$ cat src/rtl/enc16_4_serial.sv
// Serial priority encoder: accepts a request vector and emits the index of each
// set bit, lowest first, one per output handshake.
module enc16_4_serial #(
  parameter int W = 4
) (
  input  logic             clk,
  input  logic             rst_n,
  input  logic             in_valid,
  output logic             in_ready,
  input  logic [2**W-1:0]  req,
  output logic             out_valid,
  input  logic             out_ready,
  output logic [W-1:0]     idx,
  output logic             last,
  output logic [W:0]       remaining,
  output logic             zero_err,
  input  logic             flush
);

  localparam int N = 2**W;

  typedef enum logic {IDLE, SERVE} state_t;

  state_t         state_q, state_d;
  logic [N-1:0]   pend_q, pend_d;
  logic           zero_err_q, zero_err_d;
  logic [W-1:0]   low_idx;
  logic [W:0]     pend_cnt;

  // Downward scan so the lowest set bit is the one left standing.
  always_comb begin
    low_idx  = '0;
    pend_cnt = '0;
    for (int i = N - 1; i >= 0; i--) begin
      if (pend_q[i]) low_idx = W'(i);
    end
    for (int i = 0; i < N; i++) begin
      pend_cnt = pend_cnt + (W + 1)'(pend_q[i]);
    end
  end

  always_comb begin
    in_ready  = (state_q == IDLE);
    out_valid = (state_q == SERVE);
    idx       = (state_q == SERVE) ? low_idx : '0;
    last      = (state_q == SERVE) && (pend_cnt == (W + 1)'(1));
    remaining = (state_q == SERVE) ? pend_cnt : '0;
    zero_err  = zero_err_q;
  end

  always_comb begin
    state_d    = state_q;
    pend_d     = pend_q;
    zero_err_d = 1'b0;
    if (flush) begin
      pend_d  = '0;
      state_d = IDLE;
    end else begin
      case (state_q)
        IDLE: begin
          if (in_valid) begin
            if (req != '0) begin
              pend_d  = req;
              state_d = SERVE;
            end else begin
              zero_err_d = 1'b1;
            end
          end
        end
        SERVE: begin
          if (out_ready) begin
            pend_d[low_idx] = 1'b0;
            if (last) state_d = IDLE;
          end
        end
        default: begin
          state_d = IDLE;
          pend_d  = '0;
        end
      endcase
    end
  end

  always_ff @(posedge clk or negedge rst_n) begin
    if (!rst_n) begin
      state_q    <= IDLE;
      pend_q     <= '0;
      zero_err_q <= 1'b0;
    end else begin
      state_q    <= state_d;
      pend_q     <= pend_d;
      zero_err_q <= zero_err_d;
    end
  end

endmodule
$ cat config.mk
export PLATFORM = sky130hd
export DESIGN_NAME = enc16_4_serial
export DESIGN_NICKNAME = d
export VERILOG_FILES = /design/src/rtl/enc16_4_serial.sv
export SDC_FILE = /design/constraint.sdc
export NUM_CORES = 1
export LEC_CHECK = 0
export ABC_AREA = 1
export BUFFER_PORTS_ARGS = -buffer_cell sky130_fd_sc_hd__buf_2
export CAP_MARGIN = 20
export CORE_MARGIN = 3
export CORE_UTILIZATION = 45
export CTS_CLUSTER_DIAMETER = 150
export DETAILED_ROUTE_END_ITERATION = 10
export PLACE_DENSITY = 0.7
export SLEW_MARGIN = 20
export SYNTH_ARGS = -nofsm -noshare
export SYNTH_HDL_FRONTEND = slang
export SYNTH_SLANG_ARGS = --single-unit
$ cat constraint.sdc
create_clock -name clk -period 4.36 [get_ports clk]
set_clock_uncertainty 0.15 [all_clocks]
set_input_delay 0.872 -clock clk [delete_from_list [all_inputs] [get_ports clk]]
set_output_delay 0.872 -clock clk [all_outputs]
set_load 0.005 [all_outputs]
# Word-level counts from Yosys, hierarchy flattened

Cells that the tools add are included.

Add/sub/neg operators: 15
Order comparisons: 2
Eq/ne operators: 4
Mux-type cells: 35
Bitwise gates (word level): 3
Reductions and logical operators: 4

Operator list:

| cell               | number |
|---|---|
| $mux 4             | 17 |
| $mux 16            | 4 |
| $add 5x1->5        | 11 |
| $pmux 16 s2        | 1 |
| $and 16x16->16     | 1 |
| $not 16->16        | 1 |
| $reduce_bool 16->1 | 1 |
| $mux 1             | 10 |
| $add 4x1->5        | 1 |
| $eq 5x1->1 const B | 1 |
| $lt 4x5->1 const B | 1 |
| $mux 5             | 1 |
| $add 3x1->4        | 1 |
| $demux 1 s4        | 1 |
| $ge 4x1->1 const B | 1 |
| $add 2x1->3        | 1 |
| $ne 3x1->1 const B | 1 |
| $ne 3x2->1 const B | 1 |
| $ne 3x3->1 const B | 1 |
| $reduce_and 3->1   | 1 |
| $add 1x1->2        | 1 |
| $logic_and 1x1->1  | 2 |
| $pmux 1 s2         | 1 |
| $not 1->1          | 1 |

Bits in registers: 18
Input port bits: 21
Output and inout port bits: 13
Word-level logic and storage cells: 66

# Longest topological paths before layout

Gate-level depths: netlist (run 1).

Depth in word-level cells: 25
Mapped depth: 21
Mapped depth without buffers: 21

# Worst setup path after synthesis (run 1)

OpenSTA, ideal clock, no wires.

Path type: register -> output
Start point: register pend_q[0]
End point: output port last
Arrival time: 3.699 ns
Data required time: 3.338 ns
Path slack: -0.361 ns
Cell stages (with the launch flop): 14
Path buffers: 0
Cells stage by stage: dfrtp_1 -> clkinv_1 -> fa_1 -> fa_1 -> fa_1 -> fa_1 -> inv_1 -> ha_1 -> fa_1 -> nand2_1 -> inv_1 -> o21ai_0 -> o211ai_1 -> nor2_1

Word-level cells in the longest chain between the ends: 17

RTL lines:

| what                       | line | RTL |
|---|---|---|
| start: declaration         | 25   | `logic [N-1:0] pend_q, pend_d;` |
| start signal: assignment   | 91   | `pend_q <= pend_d;` |
| $add 1x1->2                | 38   | `pend_cnt = pend_cnt + (W + 1)'(pend_q[i]);` |
| $add 2x1->3                | 38   |  |
| $add 3x1->4                | 38   |  |
| $add 4x1->5                | 38   |  |
| $add 5x1->5 (11 in series) | 38   |  |
| $eq 5x1->1                 | 46   | `last = (state_q == SERVE) && (pend_cnt == (W + 1)'(1));` |
| $logic_and 1x1->1          | 46   |  |
| end: declaration           | 14   | `output logic last,` |

Every way passes these cells.

# Final worst setup path (run 1)

Start point: register pend_q[7]
End point: output port last

Word-level cells in the longest chain between the ends: 11

RTL lines:

| what                      | line |
|---|---|
| $add 5x1->5 (9 in series) | 38 |
| $eq 5x1->1                | 46 |
| $logic_and 1x1->1         | 46 |

Every way passes these cells.

==> metrics.cfg, run 1 <==
[sta]
worst_pin_slew_ns = 0.696
rsz0062_at_grt = true
finalMaxSlewViolations = 0
period_share = 1.12
finalHoldViolations = 0
min_period_ns = 4.88
final.setup.worst_slack_ns = -0.519
setup-violations-final = 5
max_freq_mhz = 205
relSlewSlack = 0.536

[worst_setup_path]
worstSetupPathType = reg -> out
cp_data_required_time_ns = 3.34
endpoint_kind = output pin
r2r-start = pend_q[7]
startpoint_type = flip-flop
cp_max_fo = 2
rr_endpoint = out_valid
r2r_slack_ns = 0.07
r2r_cells = 17
crit_arrival_ns = 3.86

[synthesis]
synth_nets = 295
ys_top_cells_by_area = dfrtp_1, nand2_1, fa_1
syn-cell-area_um2 = 1730
synth_edf_count = 0
ys_types = 29
yosysSeqAreaShare = 0.260
netlist.area_leader.share = 0.260
synth_ff_type = dfrtp_1
synth_area_per_cell_um2 = 6.70
ys_ff_latch = 18
synth_area_leader_cell = dfrtp_1
synthArstFlopShare = 1.00
yosysWarningCount = 0
synthCells = 259

[placement]
place_congestion = 0.935
dpl.cell_count = 350
post-dp-hpwl_um = 3880
port_buffers = 33

[grt]
grt_usage = 0.237
gr-total-overflow = 0
antenna_found_initial = 0
grt_pass1_vias = 1798
grt_pass1_wl_um = 8140
grt_max_degree = 27

[clock_network]
cts_made_buffers = 3
tritoncts = built
htree_levels = 1
clk_pin_slew_worst_paths_ns = 0.08
worstSkewPairLatency_ns = 0.27
root_buffer = clkbuf_8
clock_sinks = 18
cts_buffer_depth = 2
cts_hold_buffers = 0

[outcome]
violations = negative setup slack
run_status = finished with violations

[power]
vdd_drop_max_uv = 566
total_leakage_power_uw = 0.00127
power_density_nw_per_um2 = 725

[run]
cap_violations = 0

[final_layout]
stdcell_count = 360
antenna_cells = 0
drive_above_1_share = 0.303
final_nets = 351
postLayoutCoreUtil = 0.629
syn_to_final_growth_pct = 27.7

[floorplan]
core_area_um2 = 3520
rows = 21
ios = 34
die_width_um = 68.1
dieArea_um2 = 4630
initial_utilization = 0.493
fp.dieH_um = 68.1

[routing]
wl_per_cell_um = 13.7
drt_pass1_iterations = 4
vias = 1883
drtAntennaViolNets = 0
wl_um = 4950
drtIter0Drc = 133
vias_per_cell = 5.23
drc = 0

[min_path]
hold_path_class = in -> async

[cell type report]
cell class	instances	area (um2)
Timing Repair Buffer	57	353
Inverter	46	174
Multi-Input combinational cell	189	1120
Sequential cell	18	450
Tap cell	46	57.6
Fill cell	352	1310
Clock buffer	4	55.1
[power breakdown]
part	switching, uW	internal, uW
Sequential	48.8	201
Clock	69.9	80.7
Combinational	678	527
[logic make-up after synthesis]
family,synth area share
AOI/OAI and AO/OA,0.0722
xor gates and xnor gates,0.00505
adders and majority gates,0.152
buffers and inverters,0.118
DFF,0.260
and+or+nand+nor,0.393
[timing repair]
item	4_1_cts	5_1_grt
pin swaps	8	3
resized for setup	12	6
buffers inserted	5	2
setup endpoints to repair	5	7
[layer usage]
layer	track usage	up-vias	share of wire
li1	-	922	-
met1	0.333	892	0.46
met2	0.390	62	0.48
met3	0.0296	7	0.047
met4	0.0521	0	0.012
met5	0	-	0
[metrics by stage]
step	area, um2	worst slack (ns)	power (uW)	setup TNS (ns)	hold slack, ns
4_1_cts	2180	-0.549	1550	-2.09	0.402
3_3_place_gp	2070	-0.200	1300	-0.492	0.400
3_5_place_dp	2070	-0.314	1320	-0.903	0.399
6_report	2210	-0.519	1610	-1.98	0.375
5_1_grt	2210	-0.696	1780	-2.73	0.410
2_1_floorplan	1740	-0.0765	952	-0.0765	0.342
[critical path, cell delays in order, from the launching register on]
cell and delay, ns:
dfrtp_1 0.36, inv_2 0.06, fa_1 0.50, fa_1 0.55, fa_2 0.46, fa_1 0.51, inv_2 0.05, ha_4 0.15
fa_2 0.35, nand2_2 0.07, inv_2 0.04, buf_4 0.13, o211ai_1 0.17, nor2_1 0.07, buf_2 0.13
[synth_stat cells, types with 2 or more instances]
cell      number
nand2_1       94
inv_1         41
nand3_1       22
dfrtp_1       18
nor2_1        14
fa_1          10
o21ai_0       10
nand4_1        7
ha_1           5
nor4_1         5
inv_2          4
nor3_1         4
nand2_4        3
o21ai_1        3
a21oi_1        2
buf_2          2
clkbuf_1       2
nor2_2         2
[layout by cell type (no fill, tap or decap), types with 2 or more instances in the layout]
cell,Yosys,final
ha_1,5,4
nand2_1,94,92
buf_4,0,22
clkbuf_8,0,4
inv_1,41,31
a21oi_1,2,2
nand4_1,7,7
fa_1,10,8
buf_6,1,2
nor2_2,2,3
nand2_2,1,3
nor4_1,5,5
fa_2,0,2
buf_2,2,33
dfrtp_1,18,18
nand3_1,22,21
nand2_4,3,3
nor3_1,4,3
o21ai_1,3,3
o21ai_0,10,9
inv_2,4,14
nor2_1,14,13
[sequential cells by signal, indices dropped and copies added (netlist names)]
register / count
pend_q: 16
zero_err: 1
out_valid: 1
[worst max-delay path by stage]
stage	startpoint	endpoint	slack, ns	depth (start not counted)
finish	pend_q[7]	last	-0.52	14
detailed placement	pend_q[15]	last	-0.31	14
CTS	pend_q[7]	last	-0.55	14
floorplan	pend_q[15]	last	-0.08	13
global route	pend_q[9]	last	-0.70	14
global placement	pend_q[13]	last	-0.20	14
(Power assumes the default switching activity.)
==> run 2, diff against run 1 <==
--- a/config.mk
+++ b/config.mk
@@ -6,6 +6,7 @@
 export NUM_CORES = 1
 export LEC_CHECK = 0
 export ABC_AREA = 1
+export ABC_CLOCK_PERIOD_IN_PS = 4360
 export BUFFER_PORTS_ARGS = -buffer_cell sky130_fd_sc_hd__buf_2
 export CAP_MARGIN = 20
 export CORE_MARGIN = 3
@@ -13,6 +14,7 @@
 export CTS_CLUSTER_DIAMETER = 150
 export DETAILED_ROUTE_END_ITERATION = 10
 export PLACE_DENSITY = 0.7
+export REMOVE_ABC_BUFFERS = 1
 export SLEW_MARGIN = 20
 export SYNTH_ARGS = -nofsm -noshare
 export SYNTH_HDL_FRONTEND = slang
==> metrics.cfg, run 2 (synthesis results as in run 1) <==
[worst_setup_path]
startpoint_type = flip-flop
slowest_delay_ns = 0.55  ; about the same
cpLargestDelayFamily = adder cells
cp.buffers_inverters = 3  ; -2
endpoint_kind = output pin
cp_data_required_time_ns = 3.34  ; about the same
worstSetupPathType = reg -> out
cp_max_fo = 2  ; unchanged
crit_top_cell = fa_1
critPathSlowestCell = fa_1
crit_path_cell_trace = inv_2 -> fa_1 -> fa_1 -> fa_1 -> fa_1 -> inv_1 -> ha_2 -> fa_2 -> nor2_1 -> o211ai_1 -> nor2_1 -> buf_2
crit_arrival_ns = 3.83  ; -0.03 ns

[clock_network]
clock_sinks = 18  ; unchanged
htree_levels = 1  ; unchanged
tritoncts = built
cts_hold_buffers = 0  ; unchanged
clk_pin_slew_worst_paths_ns = 0.07  ; about the same
cts_buffer_depth = 2  ; unchanged
root_buffer = clkbuf_8
cts_made_buffers = 3  ; unchanged
worstSkewPairLatency_ns = 0.26  ; about the same

[grt]
grt_max_degree = 27  ; unchanged
grt_usage = 0.240  ; +0.00261
grt_pass1_vias = 1804  ; +0.33%
gr-total-overflow = 0  ; unchanged
antenna_found_initial = 0  ; unchanged
grt_pass1_wl_um = 8230  ; +1.2%

[power]
power_density_nw_per_um2 = 704  ; -3.0%
total_power_uw = 1560  ; -2.8%
total_leakage_power_uw = 0.00129  ; +1.7%
vdd_drop_max_uv = 552  ; -2.5%

[routing]
drtAntennaViolNets = 0  ; unchanged
vias_per_cell = 5.13  ; -2.0%
vias = 1871  ; -0.64%
wl_met1_um = 2190  ; -3.9%
route.met3.wl_um = 356  ; +52%
highest_layer = met4
drt_pass1_iterations = 4  ; unchanged
drtIter0Drc = 143  ; +7.5%
drc = 0  ; unchanged
wl_um = 4840  ; -2.2%
dr_wl_met2_um = 2260  ; -5.0%
wl_per_cell_um = 13.3  ; -3.5%

[sta]
max_freq_mhz = 206  ; +0.61%
min_period_ns = 4.85  ; -0.0296 ns
rsz0062_at_grt = true
setup-violations-final = 5  ; unchanged
finalHoldViolations = 0  ; unchanged
relSlewSlack = 0.474  ; -0.0615
final.setup.worst_slack_ns = -0.490  ; +0.0296 ns
finalMaxSlewViolations = 0  ; unchanged
period_share = 1.11  ; -0.00679
worst_pin_slew_ns = 0.789  ; +0.0922 ns

[min_path]
hold_path_class = in -> async

[final_layout]
final_cell_mix = nand2_1, inv_1, buf_2
antenna_cells = 0  ; unchanged
final_nets = 356  ; +1.4%
syn_to_final_growth_pct = 28.0
largest_register_ffs = 16  ; unchanged
largest_register = pend_q
drive_above_1_share = 0.295  ; -0.00788
final_common_cell = nand2_1

[placement]
post-dp-hpwl_um = 3680  ; -5.1%
place_congestion = 0.950  ; +1.6%
port_buffers = 33  ; unchanged
place_ws_ns = -0.433  ; -0.119 ns

[floorplan]
initial_utilization = 0.493  ; unchanged
fp.dieH_um = 68.1  ; unchanged
rows = 21  ; unchanged
dieArea_um2 = 4630  ; unchanged
ios = 34  ; unchanged
core_area_um2 = 3520  ; unchanged
die_width_um = 68.1  ; unchanged

[outcome]
run_status = finished with violations
violations = negative setup slack

[run]
cap_violations = 0  ; unchanged

[run 2: layout make-up]
cell class / instances / area [um2]
fillers: 340 / 1300
multi-input cells: 189 / 1100
flip-flops and latches: 18 / 450
repair buffers: 62 / 387
inverters: 46 / 173
well taps: 46 / 57.6
clock buffers: 4 / 55.1
[run 2: through the flow]
| stage | setup TNS, ns | hold WS, ns | area [um2] | std cells | utilization |
|---|---|---|---|---|---|
| after floorplan | -0.638 | 0.342 | 1700 | 253 | - |
| after global placement | -1.12 | 0.413 | 2100 | 356 | 0.598 |
| after detailed placement | -1.19 | 0.416 | 2100 | 356 | 0.598 |
| after CTS | -1.93 | 0.404 | 2190 | 362 | 0.623 |
| after global routing | -2.69 | 0.419 | 2220 | 365 | 0.630 |
| final | -1.89 | 0.396 | 2220 | 365 | 0.630 |
[run 2: routing by layer]
layer	vias up	GRT usage
li1	939	-
met1	856	0.330
met2	70	0.385
met3	6	0.0493
met4	0	0.0571
met5	-	0
[run 2: where the power goes]
group          internal (uW)  switching (uW)
registers                201            50.5
clock network           80.4            62.3
logic                    526             641
[run 2: path summary, 6_finish.rpt]
path | cells past startpoint | endpoint | startpoint | slack (ns)
setup / recovery | 12 | last | pend_q[7] | -0.49
hold / removal | 1 | pend_q[15] | rst_n | 0.40
setup reg to reg | 17 | out_valid | pend_q[7] | 0.14
hold reg to reg | 2 | pend_q[4] | pend_q[4] | 0.43
max in group asynchronous | 1 | pend_q[4] | rst_n | 3.36
min in group clk | 2 | pend_q[4] | pend_q[4] | 0.43
[run 2: what timing repair did]
action / in CTS / in global routing
cloned: 0 / 0
pin swaps: 7 / 6
hold endpoints to repair: 0 / 0
gates resized for setup: 10 / 7
buffers inserted: 2 / 3
setup endpoints to repair: 5 / 7
[run 2: worst register-to-register path, stage by stage, from the launching register on]
cell and delay, ns:
dfrtp_1 0.38, inv_2 0.05, fa_1 0.55, fa_1 0.44
fa_1 0.48, fa_1 0.49, inv_1 0.05, ha_2 0.18
fa_2 0.34, nand2_2 0.07, inv_2 0.04, buf_6 0.11
o211ai_1 0.16, nor2_1 0.08, buf_4 0.13, buf_4 0.12
a221o_1 0.30, inv_1 0.05
